**src/rtl/vec_feeder.sv**
```systemverilog
// vec_feeder: loads an element-pair stream into packed x/k vectors, runs an external MAC with timeout, returns one result per frame.
module vec_feeder #(
    parameter int C   = 8,
    parameter int W_X = 8,
    parameter int W_K = 8,
    parameter int TMO = 64
) (
    input  logic                   clk,
    input  logic                   rst,
    input  logic                   s_valid,
    output logic                   s_ready,
    input  logic [W_X-1:0]         s_x,
    input  logic [W_K-1:0]         s_k,
    input  logic                   s_last,
    output logic [C*W_X-1:0]       x,
    output logic [C*W_K-1:0]       k,
    output logic                   mac_en,
    input  logic                   mac_valid,
    input  logic [W_X-1:0]         mac_y,
    output logic                   m_valid,
    input  logic                   m_ready,
    output logic [W_X-1:0]         m_y,
    output logic                   m_err,
    output logic [$clog2(C):0]     m_len
);
    localparam int CW = $clog2(C);
    localparam int TW = $clog2(TMO);
    localparam int LW = CW + 1;

    typedef enum logic [1:0] {LOAD, RUN, OUT} state_t;

    state_t           state_q, state_d;
    logic [CW-1:0]    cnt_q, cnt_d;
    logic [TW-1:0]    tcnt_q, tcnt_d;
    logic [C*W_X-1:0] x_q, x_d;
    logic [C*W_K-1:0] k_q, k_d;
    logic [W_X-1:0]   m_y_q, m_y_d;
    logic             m_err_q, m_err_d;
    logic [LW-1:0]    m_len_q, m_len_d;

    always_comb begin
        state_d = state_q;
        cnt_d   = cnt_q;
        tcnt_d  = tcnt_q;
        x_d     = x_q;
        k_d     = k_q;
        m_y_d   = m_y_q;
        m_err_d = m_err_q;
        m_len_d = m_len_q;
        case (state_q)
            LOAD: if (s_valid) begin
                x_d[cnt_q*W_X +: W_X] = s_x;
                k_d[cnt_q*W_K +: W_K] = s_k;
                if (s_last || cnt_q == CW'(C-1)) begin
                    state_d = RUN;
                    tcnt_d  = '0;
                    m_len_d = LW'(cnt_q) + LW'(1);
                end else begin
                    cnt_d = cnt_q + CW'(1);
                end
            end
            RUN: begin
                tcnt_d = tcnt_q + TW'(1);
                // a result arriving on the last allowed cycle wins over the timeout
                if (mac_valid) begin
                    m_y_d   = mac_y;
                    m_err_d = 1'b0;
                    state_d = OUT;
                end else if (tcnt_q == TW'(TMO-1)) begin
                    m_y_d   = '0;
                    m_err_d = 1'b1;
                    state_d = OUT;
                end
            end
            OUT: if (m_ready) begin
                state_d = LOAD;
                cnt_d   = '0;
                tcnt_d  = '0;
                x_d     = '0;
                k_d     = '0;
                m_y_d   = '0;
                m_err_d = 1'b0;
                m_len_d = '0;
            end
            default: state_d = LOAD;
        endcase
    end

    always_ff @(posedge clk or posedge rst) begin
        if (rst) begin
            state_q <= LOAD;
            cnt_q   <= '0;
            tcnt_q  <= '0;
            x_q     <= '0;
            k_q     <= '0;
            m_y_q   <= '0;
            m_err_q <= 1'b0;
            m_len_q <= '0;
        end else begin
            state_q <= state_d;
            cnt_q   <= cnt_d;
            tcnt_q  <= tcnt_d;
            x_q     <= x_d;
            k_q     <= k_d;
            m_y_q   <= m_y_d;
            m_err_q <= m_err_d;
            m_len_q <= m_len_d;
        end
    end

    assign s_ready = state_q == LOAD;
    assign mac_en  = state_q == RUN;
    assign m_valid = state_q == OUT;
    assign x       = x_q;
    assign k       = k_q;
    assign m_y     = m_y_q;
    assign m_err   = m_err_q;
    assign m_len   = m_len_q;
endmodule

```
**config.mk**
```make
export PLATFORM = sky130hd
export DESIGN_NAME = vec_feeder
export DESIGN_NICKNAME = d
export VERILOG_FILES = /design/src/rtl/vec_feeder.sv
export SDC_FILE = /design/constraint.sdc
export NUM_CORES = 1
export LEC_CHECK = 0
export BUFFER_PORTS_ARGS = -buffer_cell sky130_fd_sc_hd__buf_4
export CAP_MARGIN = 40
export CORE_MARGIN = 4
export CORE_UTILIZATION = 40
export CTS_CLUSTER_DIAMETER = 80
export DETAILED_ROUTE_END_ITERATION = 16
export SETUP_SLACK_MARGIN = 0.1
export SYNTH_ARGS = -nofsm -noshare
export SYNTH_HDL_FRONTEND = slang
export SYNTH_SLANG_ARGS = --single-unit
```
**constraint.sdc**
```tcl
create_clock -name clk -period 11.95 [get_ports clk]
set_clock_uncertainty 0.1 [all_clocks]
set_input_delay 2.9875 -clock clk [delete_from_list [all_inputs] [get_ports clk]]
set_output_delay 2.9875 -clock clk [all_outputs]
set_load 0.05 [all_outputs]
```
==> impl_metrics.toml <==
[outcome]
status = "finished, final reports clean"

[global_routing]
use_met3_pct = 6.47
grt_util_met2_pct = 33.7
grt_pass1_vias = 4419
use_met1_pct = 28.2
grt_antenna_before_repair = 0
track_usage_pct = 21.1
grt_start_max_net_pins = 85
busiest_layer = "met2"
overflow = 0
grt_pass1_wl_um = 26600

[pwr]
peakVddDrop_uv = 143
pwr-share-clk_pct = 17.7
p_leak_nw = 4.05
swShare_pct = 48.1
pwr-share-seq_pct = 30.6
p_comb_share_pct = 51.7
p_switching_mw = 1.35
internal-power_mw = 1.46
powerDensity_nw_per_um2 = 356

[min_path]
hp-class = "reg -> reg"
hold-path-endpoint = "m_len[1]"
hold_start = "m_len[1]"
holdPathStages = 2

[drt]
vias = 4403
ant_nets = 0
first_iter_violations = 330
drt-total-wl_um = 17400
drc = 0
routedWlPerCell_um = 21.9
via_per_inst = 5.52
drt_pass1_iterations = 5

[clocking]
ctsLongestPathBuffers = 2
post_cts_resized = 0
cts.clk_slew.worst_paths_ns = 0.06
holdBufCountCts = 0
postCtsSetupRepairBufs = 0
cts-root-buf = "clkbuf_16"
clkSinkCount = 152
cts_buffers = 17
htree_num_levels = 4
clk_latency_ns = 0.42
cts_tree = "yes"

[sta]
post-route-min-period_ns = 4.81
fin_crit_sh_pct = 40.3
worst_slew_pin_slew_ns = 0.919
fin_tns_setup_ns = 0
setup_viol_count_final = 0
slew_violations = 0
rsz0062_at_grt = "no"
hold_viol = 0
timing.fmax_mhz = 208
slew_headroom_pct = 38.5

[critical_path]
crit_type = "reg -> out"
endpoint_kind = "output pin"
arrival_ns = 1.72
cp_slowest_stage_delay_ns = 0.49
reg2reg_depth = 7
cp-start-kind = "register"
rrSetupSlack_ns = 8.71
worstPathRequired_ns = 8.86
crit_path_top_delay_cell = "dfrtp_1"
reg2reg_to = "k[32]"
path_cells = "nand2b_1 -> inv_2 -> buf_4"
r2r_start = "cnt_q[0]"
crit_fanout = 12

[finish]
final_cell_count_no_fill = 798
n_antenna_cell = 0
nFillCells = 1249
drive_gt1_share_pct = 35.8
layout.nets = 640
final_common_cell = "buf_4"
syn2layout_area_growth_pct = 34.1
mostFrequentLayoutCells = "buf_4 (179), dfrtp_1 (152), a22o_1 (137)"

[logic_synthesis]
ys_async_sr_fraction_pct = 100
synth_cells = 438
synth.avg_cell_area_sq_um = 13.5
yosysSeqAreaShare_pct = 64.6
yosysWarnings = 0
ys_types = 41
synthesis.area_sq_um = 5890
ys_ff_latch = 152
synthFlopType = "dfrtp_1"
synth_edf_count = 0
syn_nets = 476

[placed_design]
dpl.hpwl_um = 12300
place_congestion = 0.788
io_buffer_count = 173
dp_cells = 767

[die]
die_h_um = 129
core_sq_um = 14500
initial_core_util_pct = 40.7
die_area_sq_um = 16700
dieWidth_um = 129
rows = 44
ios = 174

[run]
maxCapViolations = 0
-- power by group through the flow --
stage               registers (mW)  logic [mW]  clock network, mW
floorplan                     1.47       0.377                  0
global placement             0.863        1.44                  0
detailed placement           0.865        1.46                  0
CTS                          0.859        1.46              0.506
global route                 0.885        1.52              0.528
finish                       0.860        1.45              0.497
-- metrics by stage --
step                      utilization (%)  worst slack (ns)  power (mW)  hold slack [ns]  area (sq um)
after floorplan                         -              4.77        1.85            0.386          5890
after global placement               50.5              7.19        2.31            0.385          7310
after detailed placement             50.7              7.14        2.33            0.377          7350
after CTS                            54.6              7.13        2.83            0.390          7900
after global routing                 54.6              7.04        2.94            0.408          7900
final                                54.6              7.14        2.81            0.388          7900
-- worst max path at each step --
stage / startpoint / to / slack [ns] / depth (start not counted)
3_3_place_gp: m_ready / k[48] / 7.19 / 5
5_1_grt: state_q[1] / m_valid / 7.04 / 3
2_1_floorplan: rst / cnt_q[0] / 4.77 / 1
4_1_cts: state_q[0] / m_valid / 7.13 / 3
3_5_place_dp: s_valid / x[9] / 7.14 / 5
6_report: state_q[0] / m_valid / 7.14 / 3
-- cell usage after synthesis, types with 2 or more instances --
master	instances	share of area, %
nand2_1	17	1.1
or4b_1	2	0.34
o21ai_0	14	1.2
a21oi_1	7	0.59
o21ai_1	5	0.42
and3_1	2	0.21
nand3_1	3	0.25
nand2b_1	5	0.53
buf_1	16	1.0
buf_2	10	0.85
ha_1	8	1.7
mux2i_1	2	0.34
a22o_1	137	20
inv_1	5	0.32
mux2_2	2	0.38
nand4_1	2	0.21
nor2_1	12	0.76
dfrtp_1	152	65
nor3b_1	3	0.38
nor3_1	3	0.25
or3_1	3	0.32
clkbuf_1	6	0.38
nor3_2	3	0.51
buf_4	2	0.25
-- layer usage --
metal	vias to the layer above	wire length, um
met5	-	0
met4	0	210
met3	17	1360
met2	174	8410
met1	2215	7460
li1	1997	-
-- worst max-delay path: cells and delay by family, from the launching register on --
| kind | cells | cell delay, ns |
|---|---|---|
| flip-flops | 1 | 0.49 |
| AND/OR/NAND/NOR | 1 | 0.36 |
| buffers and inverters | 2 | 0.46 |
-- area by class of cell --
cell class	count	area [sq um]	area share [%]
sequential	152	3800	48.1
multi-input combinational	244	1900	24.1
timing repair buffer	181	1380	17.5
clock buffer	25	515	6.52
tap	184	230	2.91
clock inverter	6	40.0	0.507
inverter	6	27.5	0.348
-- state kept, by name, summed over array words and instances, names as in the netlist --
register and flops:
cnt_q 3, x 64, m_err 1, m_y 8
k 64, tcnt_q 6, state_q 2, m_len 4
-- kinds of logic (layout without fill, tap and decap cells) --
family	after synthesis	count (layout)	synth area share [%]
compound gates	170	170	23.5
fa+ha+maj	8	8	1.70
buf+inv	42	218	3.16
flops	152	152	64.6
mux	4	4	0.722
simple gates	62	62	6.37
Note: power is estimated with default switching activity, not from simulation.
